`config.mk`:
```
export PLATFORM = sky130hd
export DESIGN_NAME = multicycle_controller
export DESIGN_NICKNAME = d
export VERILOG_FILES = /design/src/rtl/multicycle_controller.sv
export SDC_FILE = /design/constraint.sdc
export NUM_CORES = 1
export LEC_CHECK = 0
export ABC_AREA = 1
export BUFFER_PORTS_ARGS = -buffer_cell sky130_fd_sc_hd__buf_2
export CAP_MARGIN = 20
export CELL_PAD_IN_SITES_DETAIL_PLACEMENT = 0
export CELL_PAD_IN_SITES_GLOBAL_PLACEMENT = 1
export CORE_MARGIN = 2
export CORE_UTILIZATION = 37
export DETAILED_ROUTE_END_ITERATION = 10
export PLACE_DENSITY = 0.78
export SKIP_CTS_REPAIR_TIMING = 1
export SYNTH_ARGS = -nofsm -noshare
export SYNTH_HDL_FRONTEND = slang
export SYNTH_SLANG_ARGS = --single-unit
```
`constraint.sdc`:
```
create_clock -name clk -period 2.05 [get_ports clk]
set_clock_uncertainty 0.15 [all_clocks]
set_input_delay 0 -clock clk [delete_from_list [all_inputs] [get_ports clk]]
set_output_delay 0 -clock clk [all_outputs]
set_load 0.005 [all_outputs]
```
`src/rtl/multicycle_controller.sv`:
```
// Multicycle sequencer for the 8-bit datapath: fetch, decode, execute, optional
// data-memory wait, writeback. Holds IR, condition flags and the retire counter.
module multicycle_controller #(
  parameter int MEM_TIMEOUT = 15,
  parameter int CNT_W       = 16
) (
  input  logic             clk,
  input  logic             reset,
  input  logic [15:0]      Instr,
  input  logic [3:0]       ALUFlags,
  input  logic             MemAck,
  output logic             PCWrite,
  output logic             PCSrc,
  output logic             RegWrite,
  output logic             RegWrite2,
  output logic             ALUSrc,
  output logic [4:0]       ALUControl,
  output logic             ImmSrc,
  output logic             LM,
  output logic             LI,
  output logic             MemReq,
  output logic             Halted,
  output logic             BusError,
  output logic             Illegal,
  output logic [CNT_W-1:0] RetireCount
);

  typedef enum logic [2:0] {
    S_FETCH, S_DECODE, S_EXEC, S_MEM, S_WB, S_HALT
  } state_t;

  localparam logic [7:0] TMO = 8'(MEM_TIMEOUT);

  state_t           state_reg, state_next;
  logic [15:0]      ir_reg;
  logic [3:0]       flags_reg;
  logic [7:0]       tmo_reg, tmo_next;
  logic             bus_err_reg, bus_set;
  logic [CNT_W-1:0] retire_reg;

  logic [4:0] op;
  logic       is_alu, is_mul, is_li, is_lm, is_br, is_halt, is_ill, taken;
  logic       dec_alusrc, dec_immsrc, dec_lm, dec_li;
  logic [4:0] dec_aluctl;
  logic       ctl_on;
  logic       unused_bits;

  assign op      = ir_reg[15:11];
  assign is_alu  = ~op[4];
  assign is_mul  = (op == 5'b01000);
  assign is_li   = (op == 5'b10000);
  assign is_lm   = (op == 5'b10001);
  assign is_br   = (op >= 5'b10010) && (op <= 5'b10101);
  assign is_halt = (op == 5'b11111);
  assign is_ill  = ~(is_alu | is_li | is_lm | is_br | is_halt);

  // Condition bits C (flags_reg[1]) and the register/immediate fields belong to the datapath.
  assign unused_bits = ^{ir_reg[10:8], ir_reg[5:0], flags_reg[1]};

  always_comb begin
    taken = 1'b0;
    case (op)
      5'b10010: taken = 1'b1;
      5'b10011: taken = flags_reg[2];
      5'b10100: taken = ~flags_reg[2];
      5'b10101: taken = flags_reg[3] ^ flags_reg[0];
      default:  taken = 1'b0;
    endcase
  end

  always_comb begin
    dec_alusrc = 1'b0;
    dec_aluctl = 5'd0;
    dec_immsrc = 1'b0;
    dec_lm     = 1'b0;
    dec_li     = 1'b0;
    if (is_alu) begin
      dec_aluctl = op;
      dec_alusrc = ir_reg[6];
    end else if (is_li) begin
      dec_aluctl = 5'b01111;
      dec_alusrc = 1'b1;
      dec_immsrc = 1'b1;
      dec_li     = 1'b1;
    end else if (is_lm) begin
      dec_lm = 1'b1;
    end
  end

  // Datapath steering is only presented while an instruction is in flight.
  assign ctl_on     = (state_reg == S_DECODE) || (state_reg == S_EXEC) ||
                      (state_reg == S_MEM)    || (state_reg == S_WB);
  assign ALUSrc     = ctl_on & dec_alusrc;
  assign ALUControl = ctl_on ? dec_aluctl : 5'd0;
  assign ImmSrc     = ctl_on & dec_immsrc;
  assign LM         = ctl_on & dec_lm;
  assign LI         = ctl_on & dec_li;

  always_comb begin
    state_next = state_reg;
    tmo_next   = tmo_reg;
    bus_set    = 1'b0;
    PCWrite    = 1'b0;
    PCSrc      = 1'b0;
    RegWrite   = 1'b0;
    RegWrite2  = 1'b0;
    MemReq     = 1'b0;
    Halted     = 1'b0;
    Illegal    = 1'b0;
    case (state_reg)
      S_FETCH:  state_next = S_DECODE;
      S_DECODE: state_next = S_EXEC;
      S_EXEC: begin
        if (is_alu || is_li) begin
          state_next = S_WB;
        end else if (is_lm) begin
          state_next = S_MEM;
        end else if (is_halt) begin
          state_next = S_HALT;
        end else begin
          PCWrite    = 1'b1;
          PCSrc      = is_br & taken;
          Illegal    = is_ill;
          state_next = S_FETCH;
        end
      end
      S_MEM: begin
        // A timed-out request retires in one extra cycle so PCWrite never
        // depends combinationally on MemAck.
        if (tmo_reg == TMO) begin
          PCWrite    = 1'b1;
          tmo_next   = 8'd0;
          state_next = S_FETCH;
        end else begin
          MemReq = 1'b1;
          if (MemAck) begin
            tmo_next   = 8'd0;
            state_next = S_WB;
          end else begin
            tmo_next = tmo_reg + 8'd1;
            bus_set  = (tmo_reg + 8'd1 == TMO);
          end
        end
      end
      S_WB: begin
        RegWrite   = 1'b1;
        RegWrite2  = is_alu & is_mul;
        PCWrite    = 1'b1;
        state_next = S_FETCH;
      end
      S_HALT:  Halted = 1'b1;
      default: state_next = S_FETCH;
    endcase
  end

  always_ff @(posedge clk) begin
    if (reset) begin
      state_reg   <= S_FETCH;
      ir_reg      <= 16'd0;
      flags_reg   <= 4'd0;
      tmo_reg     <= 8'd0;
      bus_err_reg <= 1'b0;
      retire_reg  <= '0;
    end else begin
      state_reg <= state_next;
      tmo_reg   <= tmo_next;
      if (state_reg == S_FETCH)
        ir_reg <= Instr;
      if (state_reg == S_EXEC && is_alu && ir_reg[7])
        flags_reg <= ALUFlags;
      if (bus_set)
        bus_err_reg <= 1'b1;
      if (PCWrite)
        retire_reg <= retire_reg + CNT_W'(1);
    end
  end

  assign BusError    = bus_err_reg;
  assign RetireCount = retire_reg;

endmodule

```
Yosys cells after proc, flatten, opt, wreduce, memory -nomap -nowiden. Cells that the tools add are included.

Add/sub/neg operators: 2. $mul: 0. Divide/modulo/power cells: 0. Order comparisons: 2. Equal/unequal tests: 16. Shift-type cells: 0. Muxes and demuxes: 39. Bitwise gates (word level): 14. Reduce and logical (&&, ||, !) cells: 9.

Operators by type and width (number): 5-bit equality test, second input constant (7); 1-bit 2-to-1 mux (26); 16-bit by 1-bit adder with 16-bit output, second input constant (1); 8-bit by 4-bit equality test with 1-bit output, second input constant (2); 8-bit 2-to-1 mux (2); 3-bit 2-to-1 mux (5); 3-bit case mux with 5 select lines (1); 8-bit by 1-bit adder with 8-bit output, second input constant (1); 4-bit 2-to-1 mux (2); 3-bit by 2-bit equality test with 1-bit output, second input constant (2); 3-bit equality test, second input constant (2); 1-bit bitwise AND (5); 5-bit by 4-bit equality test with 1-bit output, second input constant (1); 5-bit greater-or-equal comparator, second input constant (1); 5-bit <= comparator, second input constant (1); 5-bit 2-to-1 mux (1); 1-bit logical OR (4); 1-bit inverter (4); 1-bit OR (4); 1-bit case mux with 4 select lines (1); 3-bit by 1-bit equality test with 1-bit output, second input constant (1); 1-bit logical AND (3); 3-bit zero test (1); 3-bit by 2-bit != test with 1-bit output, second input constant (1); other kinds (3) (3).

Register bits: 48. Latch bits: 0. Bits in writable memories: 0. Memory bits (read-only): 0. Input port bits: 23. Output and inout bits: 33. Word-level logic and storage cells: 88. Memories kept: 0.

Logic depth before layout (Yosys ltp). Gate-level depths: netlist of the first run.

Word-level depth: 10. Mapped depth: 10. Mapped depth without buffers: 10.

Worst setup path before layout of the first run. OpenSTA, ideal clock, no wires.

Kind: reg2reg. Start: reg tmo_reg[0]. End: reg retire_reg[2] (netlist: RetireCount[2]). Library setup time: 0.115 ns. Data arrival time: 1.336 ns. Required time: 1.785 ns. Slack: 0.449 ns. Stages on the path, launching flop included: 9. Path buffers: 1. Clock period less this slack: 1.601 ns. Path through: dfxtp_1 ha_1 nand3_2 nor2_4 a21oi_4 nand2_4 buf_6 a21oi_1 nor2_1.

Longest elaborated chain between the ends: 3.

Ends and longest elaborated chain: start: declaration (RTL line 37) `logic [7:0] tmo_reg, tmo_next;`; start signal: assignment (RTL line 166) `tmo_reg <= tmo_next;`; 8-bit by 4-bit equality test with 1-bit output (RTL line 130) `if (tmo_reg == TMO) begin`; 1-bit 2-to-1 mux (RTL line 130); 1-bit case mux with 3 select lines (RTL line 110) `case (state_reg)`; end signal: assignment (RTL line 174) `retire_reg <= retire_reg + CNT_W'(1);`; end: declaration (RTL line 39) `logic [CNT_W-1:0] retire_reg;`.

Every way passes these cells. A chain may end at the register's enable or synchronous reset.

Final worst setup path of the first run.
Start: reg tmo_reg[0]. End: out PCWrite.

Longest elaborated chain between the ends: 3.

Ends and longest elaborated chain: 8-bit by 4-bit equality test with 1-bit output (RTL line 130); 1-bit 2-to-1 mux (RTL line 130); 1-bit case mux with 3 select lines (RTL line 110); end: declaration (RTL line 12) `output logic PCWrite,`.

Every way passes these cells.

==> results of run 1 <==
-- kinds of logic (layout without fill, tap and decap cells) --
family / Yosys count / count (layout) / share of synthesized area (%)
other: 1 / 1 / 0.166
AO/OA/AOI/OAI: 57 / 57 / 13.6
XOR/XNOR: 6 / 6 / 2.33
buffers and inverters: 51 / 106 / 9.77
AND/OR/NAND/NOR: 188 / 188 / 38.7
flip-flops: 38 / 38 / 33.8
adder cells (fa/ha/maj): 3 / 3 / 1.67
-- metrics by stage --
step,area [sq um],hold slack (ps),power (mW),std cells
6_report,2720,-1.36,1.83,474
5_1_grt,2720,37.6,1.95,474
4_1_cts,2610,-236,1.84,463
3_5_place_dp,2510,80.2,1.28,455
3_3_place_gp,2510,72.0,1.28,455
2_1_floorplan,2250,-15.1,1.17,344
-- routing by layer --
metal | vias up | wire [um] | track usage, % | share of wire, %
li1 | 1217 | - | - | -
met1 | 996 | 2620 | 22.9 | 50
met2 | 43 | 2400 | 26.5 | 45
met3 | 8 | 189 | 3.52 | 3.6
met4 | 0 | 78 | 5.50 | 1.5
met5 | - | 0 | 0 | 0
-- report_power, final --
part	switching (mW)	internal (mW)	total, mW	leakage [nW]
logic	0.270	0.148	0.418	0.796
registers	0.0629	0.791	0.854	0.309
clock network	0.284	0.271	0.555	0.0472
-- area by class of cell --
type                            count  area share [%]
Clock buffer                        6            3.04
Clock inverter                      2           0.460
Tap cell                           75            3.45
Sequential cell                    38            28.0
Inverter                           42            5.80
Timing Repair Buffer               56            12.4
Multi-Input combinational cell    255            46.8
-- worst paths after layout --
kind / from / to / cells after the start
setup / recovery: tmo_reg[0]$_SDFFE_PP0P_ / PCWrite / 6
hold / removal: MemAck / tmo_reg[3]$_SDFFE_PP0P_ / 6
setup reg to reg: tmo_reg[0]$_SDFFE_PP0P_ / RetireCount[0]$_SDFFE_PP0P_ / 8
hold reg to reg: BusError$_SDFFE_PP0P_ / BusError$_SDFFE_PP0P_ / 2
-- worst min-delay path, cell delays in order --
cell     delay (ps)
buf_2            70
inv_1            40
nand2_1         100
nor2_4           80
nand2_1          60
a21oi_1          50
-- synthesized netlist by cell type (3+ instances only) --
master / instances
nand2_1: 76
o21ai_0: 17
xor2_1: 3
inv_2: 3
dfxtp_1: 38
buf_4: 3
nor3_1: 7
a21oi_1: 33
ha_1: 3
nand2_2: 4
inv_1: 39
nand4_1: 8
xnor2_1: 3
nor2_4: 4
nor2_1: 47
nand3_2: 4
nor2_2: 7
nand3_1: 26
==> reports/qor.yml, run 1 <==
status: "complete, but fails checks"
violations: "negative hold slack"
cp_top_family: "simple AND/OR/NAND/NOR gates"
cp_max_fo: 24
place.gp.congestion: 0.833
dp_hpwl_um: 3950
ys.flop_type: "dfxtp_1"
syn_nets: 370
die_h_um: 82.0
clk_pin_slew_ps: 80
ir_worst_vdd_mv: 0.503
port_buffers: 44
cp-end-kind: "output port"
grt_pass1_vias: 1999
critical_path_required_ps: 1900
root_buffer: "clkbuf_8"
power-per-cell-area_nw_per_um2: 672
synth_edf_count: 0
yosys_register_bits: 38
cts_tree: "done"
path_class: "register to output port"
h-tree-depth: 2
drt-pass1-iter-count: 4
tns_ps: 0
ios: 56
post-place-ws_ps: 312
ant_nets: 0
n_antenna_cell: 0
slew_headroom_pct: 62.7
min_period_over_period_pct: 90.4
grt.overflow.total: 0
dr_total_vias: 2264
netlist_area_sq_um: 2250
slew_violations: 0
ys_types: 29
final_core_util_pct: 45.9
p_leak_nw: 1.15
synth_warnings: 0
worstPathBufferInverterCount: 1
clock-sinks: 38
max_cap_viol_count: 0
postSynthAreaPerCell_sq_um: 6.55
cts_buffers: 5
grt_usage_pct: 16.9
clock_latency_ps: 290
multiInputGateArea_sq_um: 1270
hold_viol: 1
ys_top_cells_by_area: "dfxtp_1 (34%), nand2_1 (13%), nor2_1 (7.8%)"
initial_core_util_pct: 38.1
path_cells: "ha_1, nand3_2, nor2_4, a21oi_4, nand2_4, buf_2"
rsz0062_at_grt: "false"
critPathArrivalTime_ps: 1700
max_freq_mhz: 539
slowest_delay_ps: 380
drt-total-wl_um: 5290
post-route-min-period_ps: 1850
finalSetupViolCount: 0
layout_setup_ws_ps: 196
via_per_inst: 4.78
worst_path_max_delay_cell: "dfxtp_1"
seqCellArea_sq_um: 761
final_cell_mix: "nand2_1 (76), nor2_1 (47), buf_2 (44), inv_1 (39), dfxtp_1 (38)"
die_w_um: 82.0
min_path_type: "primary input to register"
ys_async_sr_fraction_pct: 0
grt_start_max_net_pins: 25
holdWs_ps: -1.36
ys_seq_area_share_pct: 33.8
synth_largest_area_cell: "dfxtp_1"
core-area_sq_um: 5920
largest_reg_flops: 16
grt_pass1_wl_um: 8870
clk_path_buf_depth: 2
drt_iter0_markers: 93
reg2reg_slack_ps: 310
synth_cells: 344
antenna_found_initial: 0
dieArea_sq_um: 6730
netlist.area_leader.share_pct: 33.8
drc: 0
wire_per_inst_um: 11.2
final_common_cell: "nand2_1"
fin_nets: 424
area_growth_pct: 20.6
worst_pin_slew_ps: 558
num_rows: 28
start_kind: "register"
layout-drive-gt1-share_pct: 20.1
nFillCells: 644
No activity file was read; power rests on OpenSTA's default activity.
==> run 2, diff against run 1 <==
--- a/config.mk
+++ b/config.mk
@@ -11,9 +11,10 @@
 export CELL_PAD_IN_SITES_DETAIL_PLACEMENT = 0
 export CELL_PAD_IN_SITES_GLOBAL_PLACEMENT = 1
 export CORE_MARGIN = 2
-export CORE_UTILIZATION = 37
+export CORE_UTILIZATION = 38
+export CTS_BUF_LIST = sky130_fd_sc_hd__clkbuf_4 sky130_fd_sc_hd__clkbuf_8
 export DETAILED_ROUTE_END_ITERATION = 10
-export PLACE_DENSITY = 0.78
+export PLACE_DENSITY = 0.81
 export SKIP_CTS_REPAIR_TIMING = 1
 export SYNTH_ARGS = -nofsm -noshare
 export SYNTH_HDL_FRONTEND = slang
==> run 2 against run 1 <==
The flow now finishes without violations. Global-route usage hardly changed. Cell area is 0.97% higher. Count of clock-buffer cells in the layout is 1 higher. Combinational power is 4% higher. Maximum frequency is 0.55% lower. First-iteration DRC count is 9.7% lower. Critical path type unchanged.
==> reports/qor.yml, run 2 (same netlist as run 1, synthesis figures left out) <==
status: "finished, final reports clean"
port_buffers: 44
max_cap_viol_count: 0
path_class: "register to output port"
ios: 56
area_growth_pct: 21.8
power-per-cell-area_nw_per_um2: 709
slew_violations: 0
dpl_cell_area_sq_um: 2520
start_kind: "register"
layout-drive-gt1-share_pct: 20.3
antenna_found_initial: 0
num_rows: 28
root_buffer: "clkbuf_8"
cp_top_family: "simple AND/OR/NAND/NOR gates"
layout_setup_ws_ps: 186
wl_met3_um: 229
dieArea_sq_um: 6560
worstPathBufferInverterCount: 1
wire_per_inst_um: 11.2
post-place-ws_ps: 305
dr_total_vias: 2269
cp-end-kind: "output port"
p_leak_nw: 1.17
via_per_inst: 4.78
ant_nets: 0
die_h_um: 81.0
r2r_cells: 8
core-area_sq_um: 5820
clk_path_buf_depth: 2
crit_end: "PCWrite"
rsz0062_at_grt: "false"
design_area_sq_um: 2740
critPathArrivalTime_ps: 1710
wl_met1_um: 2590
finalSetupViolCount: 0
place.gp.congestion: 0.855
post-route-min-period_ps: 1860
dp_hpwl_um: 3950
dr_wl_met2_um: 2430
final_common_cell: "nand2_1"
fin_nets: 425
cts_tree: "done"
tns_ps: 0
crit_cells: 6
worst_path_max_delay_cell: "dfxtp_1"
timing.rr.end: "RetireCount[10]$_SDFFE_PP0P_"
worst_pin_slew_ps: 577
power.total_mw: 1.94
clock_latency_ps: 290
slew_headroom_pct: 61.5
drc: 0
drt-pass1-iter-count: 4
min_path_type: "primary input to register"
initial_core_util_pct: 38.7
grt.overflow.total: 0
drt_iter0_markers: 84
nFillCells: 647
grt_pass1_vias: 1945
grt_usage_pct: 16.8
critical_path.startpoint: "tmo_reg[1]$_SDFFE_PP0P_"
die_w_um: 81.0
grt_start_max_net_pins: 25
hold_viol: 0
critical_path_required_ps: 1900
clock-sinks: 38
drt-total-wl_um: 5310
min_period_over_period_pct: 90.9
final_cell_mix: "nand2_1 (76), nor2_1 (47), buf_2 (44), inv_1 (39), dfxtp_1 (38)"
r2r_start: "tmo_reg[1]$_SDFFE_PP0P_"
grt_pass1_wl_um: 8740
reg2reg_slack_ps: 300
slowest_delay_ps: 390
largest_reg_flops: 16
cp_max_fo: 24
max_freq_mhz: 536
clk_pin_slew_ps: 70
cts_buffers: 5
n_antenna_cell: 0
path_cells: "ha_1, nand3_2, nor2_4, a21oi_4, nand2_4, buf_2"
ir_worst_vdd_mv: 0.362
h-tree-depth: 2
dr.max_layer_used: "met4"
-- run 2: cell types whose count changed in the layout (fill, tap and decap cells not counted) --
| cell | previous run | this run |
|---|---|---|
| clkbuf_4 | 0 | 2 |
| buf_4 | 1 | 2 |
| bufinv_16 | 0 | 1 |
| clkbuf_8 | 6 | 5 |
| clkinv_2 | 1 | 0 |
| clkinvlp_4 | 1 | 0 |
-- run 2: tightest hold or removal path: stages --
cell	delay, ps
buf_2	80
inv_1	30
nand2_1	100
nor2_4	80
nand2_1	60
a21oi_1	50
-- run 2: per-layer routing --
| layer | vias to the layer above | track usage, % |
|---|---|---|
| met5 | - | 0 |
| met4 | 0 | 4.75 |
| li1 | 1217 | - |
| met1 | 1001 | 22.5 |
| met3 | 7 | 3.44 |
| met2 | 44 | 27.4 |
-- run 2: metrics by stage --
| stage | utilization, % | hold WS, ps | std cells |
|---|---|---|---|
| after global routing | 47.2 | 48.7 | 475 |
| after CTS | 45.3 | -230 | 464 |
| after detailed placement | 43.3 | 80.6 | 456 |
| final | 47.2 | 12.9 | 475 |
| after floorplan | - | -15.1 | 344 |
| after global placement | 43.3 | 70.3 | 456 |
-- run 2: final cells by class --
cell class                      count  area, sq um  share of cell area [%]
Inverter                           42          158                    5.75
Clock inverter                      1         30.0                    1.09
Multi-Input combinational cell    255         1270                    46.4
Clock buffer                        7         83.8                    3.06
Timing Repair Buffer               57          345                    12.6
Sequential cell                    38          761                    27.7
Tap cell                           75         93.8                    3.42
-- run 2: worst min-delay path by stage --
stage / from / end / slack (ps) / depth (start not counted)
6_report: MemAck / tmo_reg[4]$_SDFFE_PP0P_ / 10 / 6
3_3_place_gp: Instr[6] / ir_reg[6]$_SDFFE_PP0P_ / 70 / 3
5_1_grt: MemAck / tmo_reg[3]$_SDFFE_PP0P_ / 50 / 6
4_1_cts: Instr[6] / ir_reg[6]$_SDFFE_PP0P_ / -230 / 3
2_1_floorplan: Instr[6] / ir_reg[6]$_SDFFE_PP0P_ / -20 / 2
3_5_place_dp: Instr[6] / ir_reg[6]$_SDFFE_PP0P_ / 80 / 3
-- run 2: power breakdown --
group	switching [mW]	internal (mW)
clock network	0.269	0.391
registers	0.0590	0.791
logic	0.279	0.154
total	0.608	1.34
==> run 3, diff against run 2 <==
--- a/config.mk
+++ b/config.mk
@@ -6,7 +6,7 @@
 export NUM_CORES = 1
 export LEC_CHECK = 0
 export ABC_AREA = 1
-export BUFFER_PORTS_ARGS = -buffer_cell sky130_fd_sc_hd__buf_2
+export BUFFER_PORTS_ARGS = -buffer_cell sky130_fd_sc_hd__buf_4
 export CAP_MARGIN = 20
 export CELL_PAD_IN_SITES_DETAIL_PLACEMENT = 0
 export CELL_PAD_IN_SITES_GLOBAL_PLACEMENT = 1
==> run 3 against run 2 <==
First-iteration DRC count increased by 51%. Sequential cell count unchanged. Combinational power increased by 5.1%. Register-to-register slack got worse by 20 ps. Sequential share of layout area decreased by 0.99 points. Sequential power increased by 0.6%. Via count increased by 1.1%. Clock power about the same. Non-clock buffer count decreased by 1. Setup slack got worse by 26 ps. Critical endpoint unchanged. Largest cell class unchanged. Power increased by 1.3%.
==> reports/qor.yml, run 3 (same netlist as run 1, synthesis figures left out) <==
multiInputGateArea_sq_um: 1270
min_from: "MemAck"
numPlacedInstances: 455
dp_hpwl_um: 3930
status: "finished, final reports clean"
ant_nets: 0
min_to: "tmo_reg[3]$_SDFFE_PP0P_"
cts_buffers: 5
place.gp.congestion: 0.873
final_common_cell: "nand2_1"
ir_worst_vdd_mv: 0.363
n_antenna_cell: 0
grt.overflow.total: 0
largest_reg_flops: 16
die_h_um: 81.0
whs_path_depth: 6
finalNonFillerCells: 473
layout-drive-gt1-share_pct: 19.8
slew_violations: 0
p_leak_nw: 1.17
slew_headroom_pct: 63.5
dr_total_vias: 2294
grt_pass1_vias: 1937
power.total_mw: 1.97
nFillCells: 638
critPathArrivalTime_ps: 1740
root_buffer: "clkbuf_8"
hold_viol: 0
seqCellArea_sq_um: 761
clk_path_buf_depth: 2
clock_latency_ps: 290
drt-pass1-iter-count: 4
max_cap_viol_count: 0
grt_start_max_net_pins: 25
drc: 0
cp_max_fo: 24
worst_pin_slew_ps: 546
cts_tree: "done"
dieArea_sq_um: 6560
timing.rr.end: "RetireCount[2]$_SDFFE_PP0P_"
finalSetupViolCount: 0
drt_iter0_markers: 127
h-tree-depth: 2
tns_ps: 0
port_buffers: 44
max_freq_mhz: 529
fin_nets: 424
num_rows: 28
core-area_sq_um: 5820
drt-total-wl_um: 5430
post-route-min-period_ps: 1890
wire_per_inst_um: 11.5
ios: 56
min_period_over_period_pct: 92.2
power-per-cell-area_nw_per_um2: 692
clk_pin_slew_ps: 70
path_class: "register to output port"
min_path_type: "primary input to register"
cp-end-kind: "output port"
final_core_util_pct: 48.9
antenna_found_initial: 0
rsz0062_at_grt: "false"
area_growth_pct: 26.3
r2r_start: "tmo_reg[1]$_SDFFE_PP0P_"
initial_core_util_pct: 38.7
final_cell_mix: "nand2_1 (76), nor2_1 (47), buf_4 (45), inv_1 (39), dfxtp_1 (38)"
clock-sinks: 38
reg2reg_slack_ps: 280
start_kind: "register"
critical_path_required_ps: 1900
grt_usage_pct: 17.1
r2r_cells: 8
via_per_inst: 4.85
grt_pass1_wl_um: 8870
die_w_um: 81.0
## run 3: changes by cell type in the layout (fill, tap and decap cells not counted)
cell and change:
buf_2 -44, clkbuf_4 -2, buf_4 +43, clkbuf_8 +1
## run 3: report_power, final
group	internal (mW)	leakage, nW	total (mW)	switching (mW)
Sequential	0.791	0.309	0.855	0.0638
Combinational	0.178	0.804	0.455	0.277
Clock	0.390	0.0573	0.660	0.271
Total	1.36	1.17	1.97	0.611
## run 3: metal layers
| metal | part of all wire (%) | global-route usage (%) |
|---|---|---|
| met1 | 49 | 23.1 |
| met2 | 48 | 27.9 |
| met3 | 2.7 | 3.67 |
| met4 | 0.50 | 4.07 |
| met5 | 0 | 0 |
## run 3: critical path, cell delays in order, from the launching register on
cell and delay (ps):
dfxtp_1 390, ha_1 230, nand3_2 140, nor2_4 190, a21oi_4 80, nand2_4 240
buf_4 170
## run 3: how the worst max path moves through the flow
stage,startpoint,to,cells after the start
finish,tmo_reg[1]$_SDFFE_PP0P_,PCWrite,6
global route,tmo_reg[1]$_SDFFE_PP0P_,PCWrite,6
CTS,tmo_reg[1]$_SDFFE_PP0P_,PCWrite,6
detailed placement,tmo_reg[1]$_SDFFE_PP0P_,RetireCount[0]$_SDFFE_PP0P_,8
global placement,tmo_reg[1]$_SDFFE_PP0P_,RetireCount[0]$_SDFFE_PP0P_,8
floorplan,tmo_reg[0]$_SDFFE_PP0P_,RetireCount[2]$_SDFFE_PP0P_,8
## run 3: through the flow
stage | setup slack (ps) | cell area, sq um | hold WS (ps)
finish | 160 | 2850 | 5.75
global route | 30.4 | 2850 | 16.8
CTS | 146 | 2740 | -233
detailed placement | 273 | 2620 | 78.8
global placement | 324 | 2620 | 71.5
floorplan | 449 | 2250 | -15.1
## run 3: cell type report
type,instances,area share (%)
multi-input combinational,255,44.7
sequential,38,26.7
tap,75,3.30
clock inverter,1,1.06
clock buffer,6,2.90
timing repair buffer,56,15.7
inverter,42,5.54
